`src/rtl/transform_pkg.sv`:
```
// Shared constants for the inverse-scan buffer: block types, block lengths,
// scan-to-raster tables and block classification.
package transform_pkg;

  localparam logic [2:0] BT_I16_AC    = 3'd2;
  localparam logic [2:0] BT_CHROMA_DC = 3'd5;
  localparam logic [2:0] BT_CHROMA_AC = 3'd6;

  localparam logic [4:0] LEN_FULL = 5'd16;
  localparam logic [4:0] LEN_AC   = 5'd15;
  localparam logic [4:0] LEN_CDC  = 5'd4;

  localparam logic [3:0] FRAME_ZZ [16] = '{
    4'd0, 4'd1, 4'd4, 4'd8, 4'd5, 4'd2, 4'd3, 4'd6,
    4'd9, 4'd12, 4'd13, 4'd10, 4'd7, 4'd11, 4'd14, 4'd15
  };

  localparam logic [3:0] FIELD_SCAN [16] = '{
    4'd0, 4'd4, 4'd1, 4'd8, 4'd12, 4'd5, 4'd9, 4'd13,
    4'd2, 4'd6, 4'd10, 4'd14, 4'd3, 4'd7, 4'd11, 4'd15
  };

  typedef enum logic {BANK_EMPTY = 1'b0, BANK_FULL = 1'b1} bank_state_t;
  typedef enum logic [1:0] {CLS_FULL = 2'd0, CLS_AC = 2'd1, CLS_CDC = 2'd2} blk_class_t;

  function automatic blk_class_t classify(input logic [2:0] bt);
    if (bt == BT_I16_AC || bt == BT_CHROMA_AC) return CLS_AC;
    if (bt == BT_CHROMA_DC) return CLS_CDC;
    return CLS_FULL;
  endfunction

  function automatic logic [4:0] blk_len(input blk_class_t cls);
    case (cls)
      CLS_AC:  return LEN_AC;
      CLS_CDC: return LEN_CDC;
      default: return LEN_FULL;
    endcase
  endfunction

endpackage

```
`src/rtl/inverse_scan_lut.sv`:
```
// Combinational scan-index to raster-index lookup for frame zigzag and field scan.
module inverse_scan_lut
  import transform_pkg::*;
(
  input  logic       field_scan,
  input  logic [3:0] scan_idx,
  output logic [3:0] raster_idx
);

  assign raster_idx = field_scan ? FIELD_SCAN[scan_idx] : FRAME_ZZ[scan_idx];

endmodule

```
`src/rtl/transform_inverse_scan_buffer.sv`:
```
// Ping-pong inverse-scan buffer: loads coefficients in scan order into raster
// positions and drains each finished block as column beats.
module transform_inverse_scan_buffer
  import transform_pkg::*;
#(
  parameter int COEFF_W = 16
) (
  input  logic                      clk,
  input  logic                      rst,
  input  logic [2:0]                blk_type,
  input  logic                      field_scan,
  input  logic signed [COEFF_W-1:0] dc_in,
  input  logic                      in_valid,
  output logic                      in_ready,
  input  logic signed [COEFF_W-1:0] in_data,
  input  logic                      in_last,
  output logic                      out_valid,
  input  logic                      out_ready,
  output logic [1:0]                out_col,
  output logic                      out_last,
  output logic [2:0]                out_blk_type,
  output logic signed [COEFF_W-1:0] out_0,
  output logic signed [COEFF_W-1:0] out_1,
  output logic signed [COEFF_W-1:0] out_2,
  output logic signed [COEFF_W-1:0] out_3
);

  logic                      wr_bank;
  logic                      rd_bank;
  bank_state_t               state [2];
  logic [2:0]                btype [2];
  logic                      field_q;
  logic [3:0]                cnt;
  logic [1:0]                col;
  logic signed [COEFF_W-1:0] mem [2][16];

  logic       accept;
  logic       first;
  logic [2:0] cur_type;
  logic       cur_field;
  blk_class_t cur_cls;
  logic [3:0] scan_idx;
  logic [3:0] lut_idx;
  logic [3:0] wr_idx;
  logic       close;
  logic       out_fire;
  logic       rd_is_cdc;

  // Load side: the block's attributes come from the inputs on its first beat
  assign in_ready  = (state[wr_bank] == BANK_EMPTY);
  assign accept    = in_valid && in_ready;
  assign first     = (cnt == 4'd0);
  assign cur_type  = first ? blk_type : btype[wr_bank];
  assign cur_field = first ? field_scan : field_q;
  assign cur_cls   = classify(cur_type);
  assign scan_idx  = (cur_cls == CLS_AC) ? cnt + 4'd1 : cnt;
  assign wr_idx    = (cur_cls == CLS_CDC) ? cnt : lut_idx;
  assign close     = accept && (in_last || ({1'b0, cnt} + 5'd1 == blk_len(cur_cls)));

  inverse_scan_lut u_lut (
    .field_scan (cur_field),
    .scan_idx   (scan_idx),
    .raster_idx (lut_idx)
  );

  always_ff @(posedge clk or posedge rst) begin
    if (rst) begin
      wr_bank <= 1'b0;
      rd_bank <= 1'b0;
      field_q <= 1'b0;
      cnt     <= 4'd0;
      col     <= 2'd0;
      for (int b = 0; b < 2; b++) begin
        state[b] <= BANK_EMPTY;
        btype[b] <= 3'd0;
      end
    end else begin
      if (accept) begin
        if (first) begin
          btype[wr_bank] <= blk_type;
          field_q        <= field_scan;
        end
        cnt <= close ? 4'd0 : cnt + 4'd1;
        if (close) begin
          state[wr_bank] <= BANK_FULL;
          wr_bank        <= ~wr_bank;
        end
      end
      // The draining bank is always the other one while a load is accepted
      if (out_fire) begin
        if (out_last) begin
          state[rd_bank] <= BANK_EMPTY;
          rd_bank        <= ~rd_bank;
          col            <= 2'd0;
        end else begin
          col <= col + 2'd1;
        end
      end
    end
  end

  // Coefficient storage is data only; a first beat clears stale contents
  always_ff @(posedge clk) begin
    if (accept) begin
      if (first) begin
        for (int i = 0; i < 16; i++) begin
          mem[wr_bank][i] <= (i == 0 && cur_cls == CLS_AC) ? dc_in : '0;
        end
      end
      mem[wr_bank][wr_idx] <= in_data;
    end
  end

  // Drain side
  assign out_valid = (state[rd_bank] == BANK_FULL);
  assign out_fire  = out_valid && out_ready;
  assign rd_is_cdc = (classify(btype[rd_bank]) == CLS_CDC);
  assign out_col   = col;
  assign out_last  = out_valid && (rd_is_cdc || col == 2'd3);

  always_comb begin
    out_blk_type = 3'd0;
    out_0        = '0;
    out_1        = '0;
    out_2        = '0;
    out_3        = '0;
    if (out_valid) begin
      out_blk_type = btype[rd_bank];
      if (rd_is_cdc) begin
        out_0 = mem[rd_bank][0];
        out_1 = mem[rd_bank][1];
        out_2 = mem[rd_bank][2];
        out_3 = mem[rd_bank][3];
      end else begin
        out_0 = mem[rd_bank][{2'd0, col}];
        out_1 = mem[rd_bank][{2'd1, col}];
        out_2 = mem[rd_bank][{2'd2, col}];
        out_3 = mem[rd_bank][{2'd3, col}];
      end
    end
  end

endmodule

```
`config.mk`:
```
export PLATFORM = sky130hd
export DESIGN_NAME = transform_inverse_scan_buffer
export DESIGN_NICKNAME = d
export VERILOG_FILES = /design/src/rtl/transform_pkg.sv /design/src/rtl/inverse_scan_lut.sv /design/src/rtl/transform_inverse_scan_buffer.sv
export SDC_FILE = /design/constraint.sdc
export NUM_CORES = 1
export LEC_CHECK = 0
export BUFFER_PORTS_ARGS = -buffer_cell sky130_fd_sc_hd__buf_2
export CORE_UTILIZATION = 50
export DETAILED_ROUTE_END_ITERATION = 8
export GPL_TIMING_DRIVEN = 0
export PLACE_DENSITY_LB_ADDON = 0.1
export SLEW_MARGIN = 40
export SYNTH_ARGS = -nofsm -noshare
export SYNTH_HDL_FRONTEND = slang
export SYNTH_SLANG_ARGS = --single-unit
export TNS_END_PERCENT = 100
```
`constraint.sdc`:
```
create_clock -name clk -period 6 [get_ports clk]
set_input_delay 0.9 -clock clk [delete_from_list [all_inputs] [get_ports clk]]
set_output_delay 0.9 -clock clk [all_outputs]
set_load 0.03 [all_outputs]
```
==> flow_summary.yaml, run 1 <==
worst_setup_path:
  cp_data_arrival_time_ns: 6.07
  crit_path_top_delay_cell: "nor4_4"
  crit_top_cell: "clkbuf_2"
  r2r.worst_path.cells: 17
  crit_required_ns: 6.26
  path_delay_family: "simple AND/OR/NAND/NOR gates"
  startpoint: "cnt[1]"
  worst_setup_path_end_kind: "flop"
  path_cells: "clkbuf_2 > clkinv_1 > ha_1 > nor3b_1 > or3_1 > buf_2 > and2_1 > buf_6 > clkbuf_2 > a21o_1 > ha_1 > or3_1 > a32oi_4 > o211ai_2 > nor4_4 > clkbuf_2 > o21a_4"
  startpoint_type: "flop"
  worst-path-max-fanout: 16
  reg2reg_from: "cnt[1]"
  critPathKind: "reg2reg"
  critPathBufInv: 6
  path_depth: 17
  slowest_delay_ns: 0.55
global_routing:
  track_usage_pct: 32.0
  grt_pass1_vias: 15400
  antenna_found_initial: 15
  grt_pass1_wl_um: 109000
  grt_max_degree: 18
  grt_use_met3_pct: 7.73
  busiest_layer: "met2"
  grt_util_met1_pct: 43.9
  overflow: 0
  met2_usage_pct: 48.3
drt:
  ant_nets: 0
  drc_errors: 0
  routed_wl_um: 78000
  firstDrtPassIters: 6
  drt-vias-per-instance: 6.40
  initialDrtViolationCount: 2006
  vias: 15700
  wl_per_cell_um: 31.8
synthesis:
  ys_async_sr_fraction_pct: 3.21
  synth-seq-cells: 529
  syn_avg_cell_area_um2: 15.1
  synth_edf_count: 512
  yosysUniqueCellTypes: 76
  synthCells: 1595
  yosysWarnings: 0
  seq_area_frac_synth_pct: 65.5
  synth_flop_cell: "edfxtp_1"
  syn_nets: 1643
  synth_area_mm2: 0.0241
layout:
  post-route-util_pct: 58.6
  syn2layout_area_growth_pct: 15.9
  fillCellCount: 3773
  stdcell_count: 2453
  nets: 1835
  drive_gt1_share_pct: 26.0
pwr:
  peakVddDrop_v: 0.000289
  finalPower_uw: 15000
  power.density_mw_per_mm2: 537
  p_leak_uw: 0.00944
status:
  run_status: "finished, final reports clean"
timing:
  slew_headroom_pct: 27.8
  hold_ws_ns: 0.284
  slew_viol_final: 0
  post-route-period-util_pct: 96.8
  setup_viol: 0
  worst_pin_slew_ns: 1.08
  timing.clock.skew_ns: 0.0217
  rsz0062_at_grt: "no"
  finalCriticalPeriod_ns: 5.81
  fmax_mhz: 172
  hold_viol: 0
clock_tree:
  hold_buffers: 0
  clock-sinks: 529
  h-tree-depth: 2
  cts_buffers: 54
  cts_tree: "yes"
  cts_buffer_depth: 3
  clkLatencyLatePin_ns: 0.62
  root_buffer: "clkbuf_16"
  path_clk_slew_ns: 0.07
floorplanning:
  io_pins: 113
  die_y_um: 222
  die_area_mm2: 0.0491
  num_rows: 80
  die_x_um: 222
  start_util_pct: 50.6
  design.core.area_mm2: 0.0476
placed_design:
  dp_hpwl_um: 53800
  routabilityCongestion: 0.888
  io_buffer_count: 112
  placed_cells: 2336
flow_run:
  drv_cap: 0
worst_hold_path:
  min_path_type: "in2async"
[cell usage after synthesis, types with 16 or more instances]
cell type / n / area (um^2)
edfxtp_1: 512 / 15400
a22oi_1: 16 / 120
mux2i_1: 69 / 691
clkbuf_1: 87 / 327
and3_1: 19 / 119
buf_1: 21 / 78.8
a211oi_1: 93 / 698
mux4_2: 96 / 2160
dfrtp_1: 17 / 425
mux2_2: 28 / 315
nand2b_1: 21 / 131
nor2b_1: 49 / 307
o21a_1: 20 / 150
and2_1: 147 / 920
nand2_1: 56 / 210
inv_1: 25 / 93.8
a21oi_1: 23 / 115
nor2_1: 123 / 462
[timing repair]
action | in CTS | in global routing
endpoints found under the setup margin | 224 | 385
pin swaps | 3 | 2
gates resized for setup | 11 | 14
setup buffers | 6 | 2
[placed cells by master (no fill, tap or decap), types with 7 or more instances in the layout]
cell | netlist | final
o21a_4 | 0 | 14
clkbuf_1 | 87 | 73
diode_2 | 0 | 8
nand3_1 | 7 | 7
mux2_2 | 28 | 28
a211oi_1 | 93 | 89
buf_4 | 5 | 13
and3_1 | 19 | 19
and2_1 | 147 | 147
o211ai_1 | 7 | 7
nor2b_1 | 49 | 48
inv_1 | 25 | 24
buf_8 | 0 | 9
nand2_1 | 56 | 56
dfrtp_1 | 17 | 17
clkbuf_2 | 3 | 27
mux4_2 | 96 | 96
o21ai_0 | 13 | 12
buf_2 | 12 | 134
mux2i_1 | 69 | 69
nand2b_1 | 21 | 21
bufinv_16 | 0 | 8
buf_1 | 21 | 11
a31o_2 | 12 | 12
nor2_2 | 10 | 10
ha_1 | 7 | 7
clkbuf_16 | 0 | 54
edfxtp_1 | 512 | 512
nor4_4 | 0 | 7
nor2_1 | 123 | 121
a22oi_1 | 16 | 16
buf_6 | 4 | 9
a21oi_1 | 23 | 11
clkinv_1 | 3 | 16
clkinv_2 | 0 | 9
a21oi_4 | 0 | 12
[power by group]
part | total [uW] | switching (uW) | leakage, uW | internal [uW]
clock network | 3430 | 1440 | 0.000867 | 1990
logic | 6870 | 4680 | 0.00392 | 2190
registers | 4710 | 131 | 0.00466 | 4580
[path summary, 6_finish.rpt]
kind                                to  slack, ns
hold / removal                  cnt[2]       0.28
hold reg to reg               btype[5]       0.54
setup / recovery           mem[1][184]       0.19
min in group clk              btype[5]       0.54
setup reg to reg           mem[1][184]       0.19
max in group asynchronous   out_col[1]       5.41
[registers in the layout (all words and copies together) (netlist names)]
register	count
mem	512
cnt	4
wr_bank	1
field_q	1
state	2
rd_bank	1
out_col	2
btype	6
[metrics by stage]
step                setup WS (ns)  TNS [ns]  instance area, um^2
floorplan                   0.690         0                24100
global placement           -0.797   -241.80                25400
global route              0.00596         0                27900
detailed placement         -0.392    -32.25                25900
finish                      0.194         0                27900
CTS                        0.0302         0                27800
[final cells by class]
class,instances,area (um^2),area share [%]
diodes,8,20.0,0.0716
plain buffers,133,626,2.24
repair buffers,136,860,3.08
flip-flops and latches,529,15800,56.5
inverters,28,105,0.376
multi-input cells,905,7990,28.6
well taps,615,769,2.75
clock buffers,64,1390,4.97
clock inverters,35,384,1.37
[per-layer routing]
layer  vias to the layer above  part of all wire [%]
met5                         -                 0.090
met4                        10                   4.8
met3                       189                   9.9
met2                       860                    46
met1                      8058                    39
li1                       6570                     -
[cell families (layout without fill, tap and decap cells)]
group | Yosys count | in the layout | share of synthesized area [%]
flops | 529 | 529 | 65.5
buf+inv | 161 | 396 | 2.85
other cells | 0 | 8 | 0
xor+xnor | 5 | 5 | 0.213
mux | 194 | 194 | 13.2
compound gates | 226 | 226 | 7.11
simple gates | 473 | 473 | 10.7
fa+ha+maj | 7 | 7 | 0.363
(Power assumes the default switching activity.)
==> run 2, diff against run 1 <==
Settings changed: CORE_UTILIZATION 50 to 40, PLACE_DENSITY set to 0.62, PLACE_DENSITY_LB_ADDON 0.1 to not set, SYNTH_HIERARCHICAL set to 1.
==> run 2 against run 1 <==
Net effect:
- synthesized cell count is 1.3% higher
- clock skew is 0.0041 ns lower
- clock-buffer cell count is 1 higher
- sequential share of layout area is 0.48 points higher
- sequential power is 2% higher
- critical endpoint is now mem[1][199]
- largest power group unchanged
- highest routed layer is now met4
==> flow_summary.yaml, run 2 <==
layout:
  top_register: "mem"
  reg_top3: "mem: 512 flops, btype: 6 flops, cnt: 4 flops"
  final_common_cell: "edfxtp_1"
  antenna_cells: 0
  layout_common_cells: "edfxtp_1 (512), nor2_1 (294), buf_2 (149), mux4_2 (96)"
  largest_register_ffs: 512
  syn2layout_area_growth_pct: 17.1
  nets: 1865
  drive_gt1_share_pct: 26.6
synthesis:
  synth_xor_area_share_pct: 0.148
  synthMuxAreaShare_pct: 12.7
  synth_edf_count: 512
  yosysMostFrequentCell: "edfxtp_1"
  ys_async_sr_fraction_pct: 3.21
  seq_area_frac_synth_pct: 66.8
  synth_common_cells: "edfxtp_1 (512), nor2_1 (296), a211oi_1 (106)"
  synth_flop_cell: "edfxtp_1"
  synth_area_leaders: "edfxtp_1 (65%), mux4_2 (9.1%), nor2_1 (4.7%)"
  yosysUniqueCellTypes: 69
  synth_top_family_by_area: "multiplexers"
  synth_compound_gate_area_share_pct: 7.22
  synth_area_mm2: 0.0237
  synthAdderAreaFrac_pct: 0.476
  synth_top_area_share_pct: 65.0
  synthSimpleGateAreaFrac_pct: 10.1
  syn_nets: 1666
  synthCells: 1616
  yosysWarnings: 6
  synth_top_cell_by_area: "edfxtp_1"
  syn_avg_cell_area_um2: 14.6
  synth-seq-cells: 529
worst_setup_path:
  critPathBufInv: 6
  worst_setup_path_end_kind: "flop"
  critPathKind: "reg2reg"
  startpoint_type: "flop"
  worst-r2r-setup-slack_ns: 0.41
  cp_data_arrival_time_ns: 5.94
  crit_path_top_delay_cell: "a211oi_1"
  path_cells: "clkbuf_1 > inv_1 > ha_1 > or3b_1 > clkbuf_1 > and3_1 > a21oi_1 > buf_2 > nand2_1 > o21ai_1 > inv_1 > ha_1 > mux2i_1 > nor2b_1 > a311oi_1 > nor2_1 > a211oi_1 > o21bai_2 > o21ai_1 > and2_1 > buf_6"
  path_delay_family: "compound AO/OA/AOI/OAI gates"
  slowest_delay_ns: 0.49
  crit_required_ns: 6.36
  worst-path-max-fanout: 11
clock_tree:
  path_clk_slew_ns: 0.06
  hold_buffers: 0
  cts_buffers: 54
  cts_buffer_depth: 3
  clkLatencyLatePin_ns: 0.61
  clock-sinks: 529
  h-tree-depth: 2
  cts_tree: "yes"
  root_buffer: "clkbuf_16"
timing:
  worst_pin_slew_ns: 0.947
  hold_ws_ns: 0.323
  slew_viol_final: 0
  rsz0062_at_grt: "yes"
  fmax_mhz: 179
  finalCriticalPeriod_ns: 5.59
  slew_headroom_pct: 36.9
  hold_viol: 0
  timing.clock.skew_ns: 0.0175
  setup_viol: 0
  post-route-period-util_pct: 93.2
floorplanning:
  die_area_mm2: 0.0601
  die_x_um: 245
  die_y_um: 245
  io_pins: 113
  design.core.area_mm2: 0.0580
  start_util_pct: 40.8
  num_rows: 88
global_routing:
  busiest_layer: "met2"
  grt_pass1_wl_um: 106000
  overflow: 0
  grt_use_met3_pct: 5.17
  grt_pass1_vias: 15500
  met2_usage_pct: 41.2
  grt_max_degree: 18
  grt_util_met1_pct: 32.3
  track_usage_pct: 24.9
  antenna_found_initial: 0
pwr:
  p_clk_share_pct: 21.3
  switchingPower_uw: 6850
  power_frac_comb_pct: 48.2
  pwr-share-seq_pct: 30.5
  internal_power_uw: 8880
  finalPower_uw: 15700
  power.density_mw_per_mm2: 568
  swShare_pct: 43.5
  peakVddDrop_v: 0.000533
  p_leak_uw: 0.00880
drt:
  drc_errors: 0
  ant_nets: 0
  routed_wl_um: 74400
  vias: 15400
  firstDrtPassIters: 5
  wl_per_cell_um: 28.3
  drt-vias-per-instance: 5.87
  initialDrtViolationCount: 1925
placed_design:
  io_buffer_count: 111
  dp_hpwl_um: 54100
  routabilityCongestion: 0.973
status:
  run_status: "finished, final reports clean"
flow_run:
  drv_cap: 0
worst_hold_path:
  min_path_type: "in2async"
==> run 2: changes by cell type after synthesis, moves of 8 or more <==
cell,before,now
o21a_1,20,0
and3_1,19,1
a211oi_1,93,106
o21ai_0,13,24
nand2b_1,21,35
nor2_2,10,2
nor2_1,123,296
buf_1,21,3
inv_1,25,7
nand2_1,56,92
buf_2,12,38
mux2i_1,69,57
clkbuf_1,87,78
and2_1,147,5
==> run 2: kinds of logic after synthesis <==
kind of cell,Yosys count
AO/OA/AOI/OAI,233
XOR/XNOR,4
adder cells (fa/ha/maj),9
buffers and inverters,138
flip-flops,529
multiplexers,177
AND/OR/NAND/NOR,526
==> run 2: final timing paths <==
kind | depth (start not counted) | endpoint | startpoint
min reg2reg | 2 | field_q | field_q
max | 21 | mem[1][199] | cnt[1]
min | 2 | state[0] | rst
max reg2reg | 21 | mem[1][199] | cnt[1]
min in group clk | 2 | field_q | field_q
max in group asynchronous | 2 | cnt[1] | rst
==> run 2: layer usage <==
layer | routed length [um] | part of all wire [%]
met1 | 28400 | 38
met2 | 35900 | 48
met3 | 6930 | 9.3
met4 | 3090 | 4.1
met5 | 0 | 0
==> run 2: layout make-up <==
type | count | area (um^2)
Fill cell | 5020 | 30300
Clock buffer | 65 | 1410
Multi-Input combinational cell | 949 | 7620
Tap cell | 765 | 957
Inverter | 9 | 33.8
Timing Repair Buffer | 143 | 942
Buffer | 129 | 609
Sequential cell | 529 | 15800
Clock inverter | 35 | 332
==> run 2: worst register-to-register path, cell delays in order, from the launching register on <==
cell      delay (ns)
dfrtp_1         0.38
clkbuf_1        0.19
inv_1           0.14
ha_1            0.21
or3b_1          0.35
clkbuf_1        0.17
and3_1          0.24
a21oi_1         0.14
buf_2           0.28
nand2_1         0.10
o21ai_1         0.26
inv_1           0.16
ha_1            0.32
mux2i_1         0.14
nor2b_1         0.06
a311oi_1        0.43
nor2_1          0.15
a211oi_1        0.49
o21bai_2        0.40
o21ai_1         0.19
and2_1          0.32
buf_6           0.21
==> run 2: timing repair <==
item	CTS	global route
endpoints found under the hold margin	0	0
gates resized for setup	0	4
buffers inserted	0	0
setup endpoints to repair	0	285
==> run 2: stage by stage <==
step / instance area, um^2 / setup TNS (ns) / utilization [%] / worst slack, ns / cells
floorplan: 23700 / 0 / - / 0.597 / 1616
global route: 27700 / -0.0369 / 47.7 / -0.00918 / 2624
detailed placement: 25900 / 0 / 44.7 / 0.169 / 2524
CTS: 27700 / 0 / 47.7 / 0.154 / 2624
finish: 27700 / 0 / 47.7 / 0.411 / 2624
global placement: 25200 / -229.13 / 43.4 / -1.06 / 2492
==> run 2: power by group through the flow <==
stage | combinational, uW | sequential [uW] | clock (uW)
6_report | 7580 | 4790 | 3360
2_1_floorplan | 4580 | 4830 | 0
3_3_place_gp | 7140 | 4870 | 0
5_1_grt | 7930 | 4830 | 3510
4_1_cts | 7470 | 4790 | 3370
3_5_place_dp | 7450 | 4870 | 0
==> run 3, diff against run 2 <==
Settings changed: CORE_UTILIZATION 40 to 45, PLACE_DENSITY 0.62 to 0.67.
==> run 3 against run 2 <==
Net effect:
- global-route usage rose by 2.7 points
- final cell count fell by 3.2%
- first-iteration DRC count rose by 9.0%
- sequential power barely moved
==> flow_summary.yaml, run 3 (synthesized netlist as in run 2, its figures left out) <==
floorplanning:
  die_area_mm2: 0.0535
  start_util_pct: 45.8
  design.core.area_mm2: 0.0516
  num_rows: 83
  io_pins: 113
  die_x_um: 231
  die_y_um: 231
placed_design:
  io_buffer_count: 111
  routabilityCongestion: 0.989
  dp_hpwl_um: 52500
status:
  run_status: "finished, final reports clean"
worst_setup_path:
  crit_required_ns: 6.31
  worst-path-max-fanout: 15
  startpoint_type: "flop"
  path_delay_family: "compound AO/OA/AOI/OAI gates"
  r2r_end: "mem[0][119]"
  critPathKind: "reg2reg"
  path_cells: "clkbuf_1 > inv_1 > ha_1 > or3b_1 > clkbuf_1 > and3_1 > a21oi_1 > buf_2 > nand2_1 > o21ai_1 > inv_1 > ha_1 > a2111oi_2 > a311oi_2 > nand2b_1 > a2111oi_2 > a41oi_2 > nand2b_4 > a21oi_4 > buf_8"
  critPathBufInv: 6
  worst_setup_path_end_kind: "flop"
  crit_path_top_delay_cell: "a2111oi_2"
  r2r.worst_path.cells: 20
  reg2reg_from: "cnt[1]"
  slowest_delay_ns: 0.44
  worst-r2r-setup-slack_ns: 0.46
  cp_data_arrival_time_ns: 5.85
drt:
  vias: 15700
  wl_per_cell_um: 29.0
  drc_errors: 0
  ant_nets: 0
  firstDrtPassIters: 7
  drt-vias-per-instance: 6.20
  initialDrtViolationCount: 2099
  routed_wl_um: 73700
global_routing:
  grt_pass1_wl_um: 105000
  antenna_found_initial: 0
  overflow: 0
  track_usage_pct: 27.6
  grt_max_degree: 18
  grt_pass1_vias: 15400
timing:
  hold_viol: 0
  slew_headroom_pct: 33.5
  worst_pin_slew_ns: 0.992
  slew_viol_final: 0
  post-route-period-util_pct: 92.3
  rsz0062_at_grt: "no"
  tns_ns: 0
  fmax_mhz: 181
  setup_viol: 0
  finalCriticalPeriod_ns: 5.54
  timing.clock.skew_ns: 0.0202
worst_hold_path:
  min_path_type: "in2async"
pwr:
  power_frac_comb_pct: 48.3
  internal_power_uw: 8840
  swShare_pct: 43.5
  switchingPower_uw: 6820
  pwr-share-seq_pct: 30.6
  power.density_mw_per_mm2: 568
  p_clk_share_pct: 21.1
  finalPower_uw: 15700
  peakVddDrop_v: 0.000259
  p_leak_uw: 0.00878
layout:
  final_common_cell: "edfxtp_1"
  drive_gt1_share_pct: 26.5
  syn2layout_area_growth_pct: 16.6
  nets: 1866
  top_register: "mem"
  layout_common_cells: "edfxtp_1 (512), nor2_1 (294), buf_2 (149), mux4_2 (96), a211oi_1 (95)"
  fillCellCount: 4228
  largest_register_ffs: 512
  post-route-util_pct: 53.4
  antenna_cells: 0
  reg_top3: "mem: 512 flops, btype: 6 flops, cnt: 4 flops"
clock_tree:
  cts_buffers: 52
  h-tree-depth: 2
  cts_buffer_depth: 3
  root_buffer: "clkbuf_16"
  clock-sinks: 529
  hold_buffers: 0
  cts_tree: "yes"
  path_clk_slew_ns: 0.06
  clkLatencyLatePin_ns: 0.61
flow_run:
  drv_cap: 0
-- run 3: cell count changes in the layout (fill, tap and decap cells not counted), sizes merged --
cell	change
clkinv	-12
clkbuf	+7
buf	+3
clkinvlp	+1
inv	+1
-- run 3: worst max path at each step --
| stage | slack (ns) | end | cells after the start | startpoint |
|---|---|---|---|---|
| floorplan | 0.60 | mem[0][48] | 17 | cnt[1] |
| finish | 0.46 | mem[0][119] | 20 | cnt[1] |
| detailed placement | 0.23 | mem[0][147] | 19 | cnt[1] |
| global route | 0.03 | mem[0][119] | 20 | cnt[1] |
| global placement | -1.24 | mem[1][227] | 18 | cnt[1] |
| CTS | 0.21 | mem[0][147] | 19 | cnt[1] |
-- run 3: repair_timing --
| item | 4_1_cts | 5_1_grt |
|---|---|---|
| hold endpoints to repair | 0 | 0 |
| buffers inserted | 0 | 5 |
| endpoints found under the setup margin | 0 | 456 |
| gates resized for setup | 0 | 10 |
-- run 3: layout make-up --
| class | count | area, um^2 | share of cell area, % |
|---|---|---|---|
| sequential | 529 | 15800 | 57.3 |
| multi-input combinational | 949 | 7620 | 27.6 |
| clock buffer | 72 | 1400 | 5.07 |
| timing repair buffer | 146 | 976 | 3.54 |
| tap | 680 | 851 | 3.09 |
| buffer | 129 | 612 | 2.22 |
| clock inverter | 25 | 287 | 1.04 |
| inverter | 9 | 33.8 | 0.123 |
-- run 3: power groups by stage --
| stage | Combinational [uW] | Clock [uW] | Sequential, uW |
|---|---|---|---|
| after floorplan | 4580 | 0 | 4830 |
| after global placement | 7080 | 0 | 4860 |
| after detailed placement | 7380 | 0 | 4870 |
| after CTS | 7410 | 3310 | 4790 |
| after global routing | 7890 | 3440 | 4830 |
| final | 7560 | 3300 | 4800 |
-- run 3: through the flow --
step / setup slack [ns] / cell area [um^2] / hold slack (ns) / instances
3_3_place_gp: -1.24 / 25100 / 0.464 / 2407
6_report: 0.461 / 27600 / 0.334 / 2539
3_5_place_dp: 0.231 / 25800 / 0.480 / 2437
5_1_grt: 0.0346 / 27600 / 0.361 / 2539
2_1_floorplan: 0.597 / 23700 / 0.446 / 1616
4_1_cts: 0.210 / 27500 / 0.442 / 2534
-- run 3: routing by layer --
metal / GRT usage [%] / part of all wire, % / wire length [um]
met3: 5.98 / 10 / 7610
met4: 14.3 / 6.0 / 4400
met2: 42.7 / 46 / 34000
met5: 0 / 0 / 0
met1: 36.7 / 38 / 27700
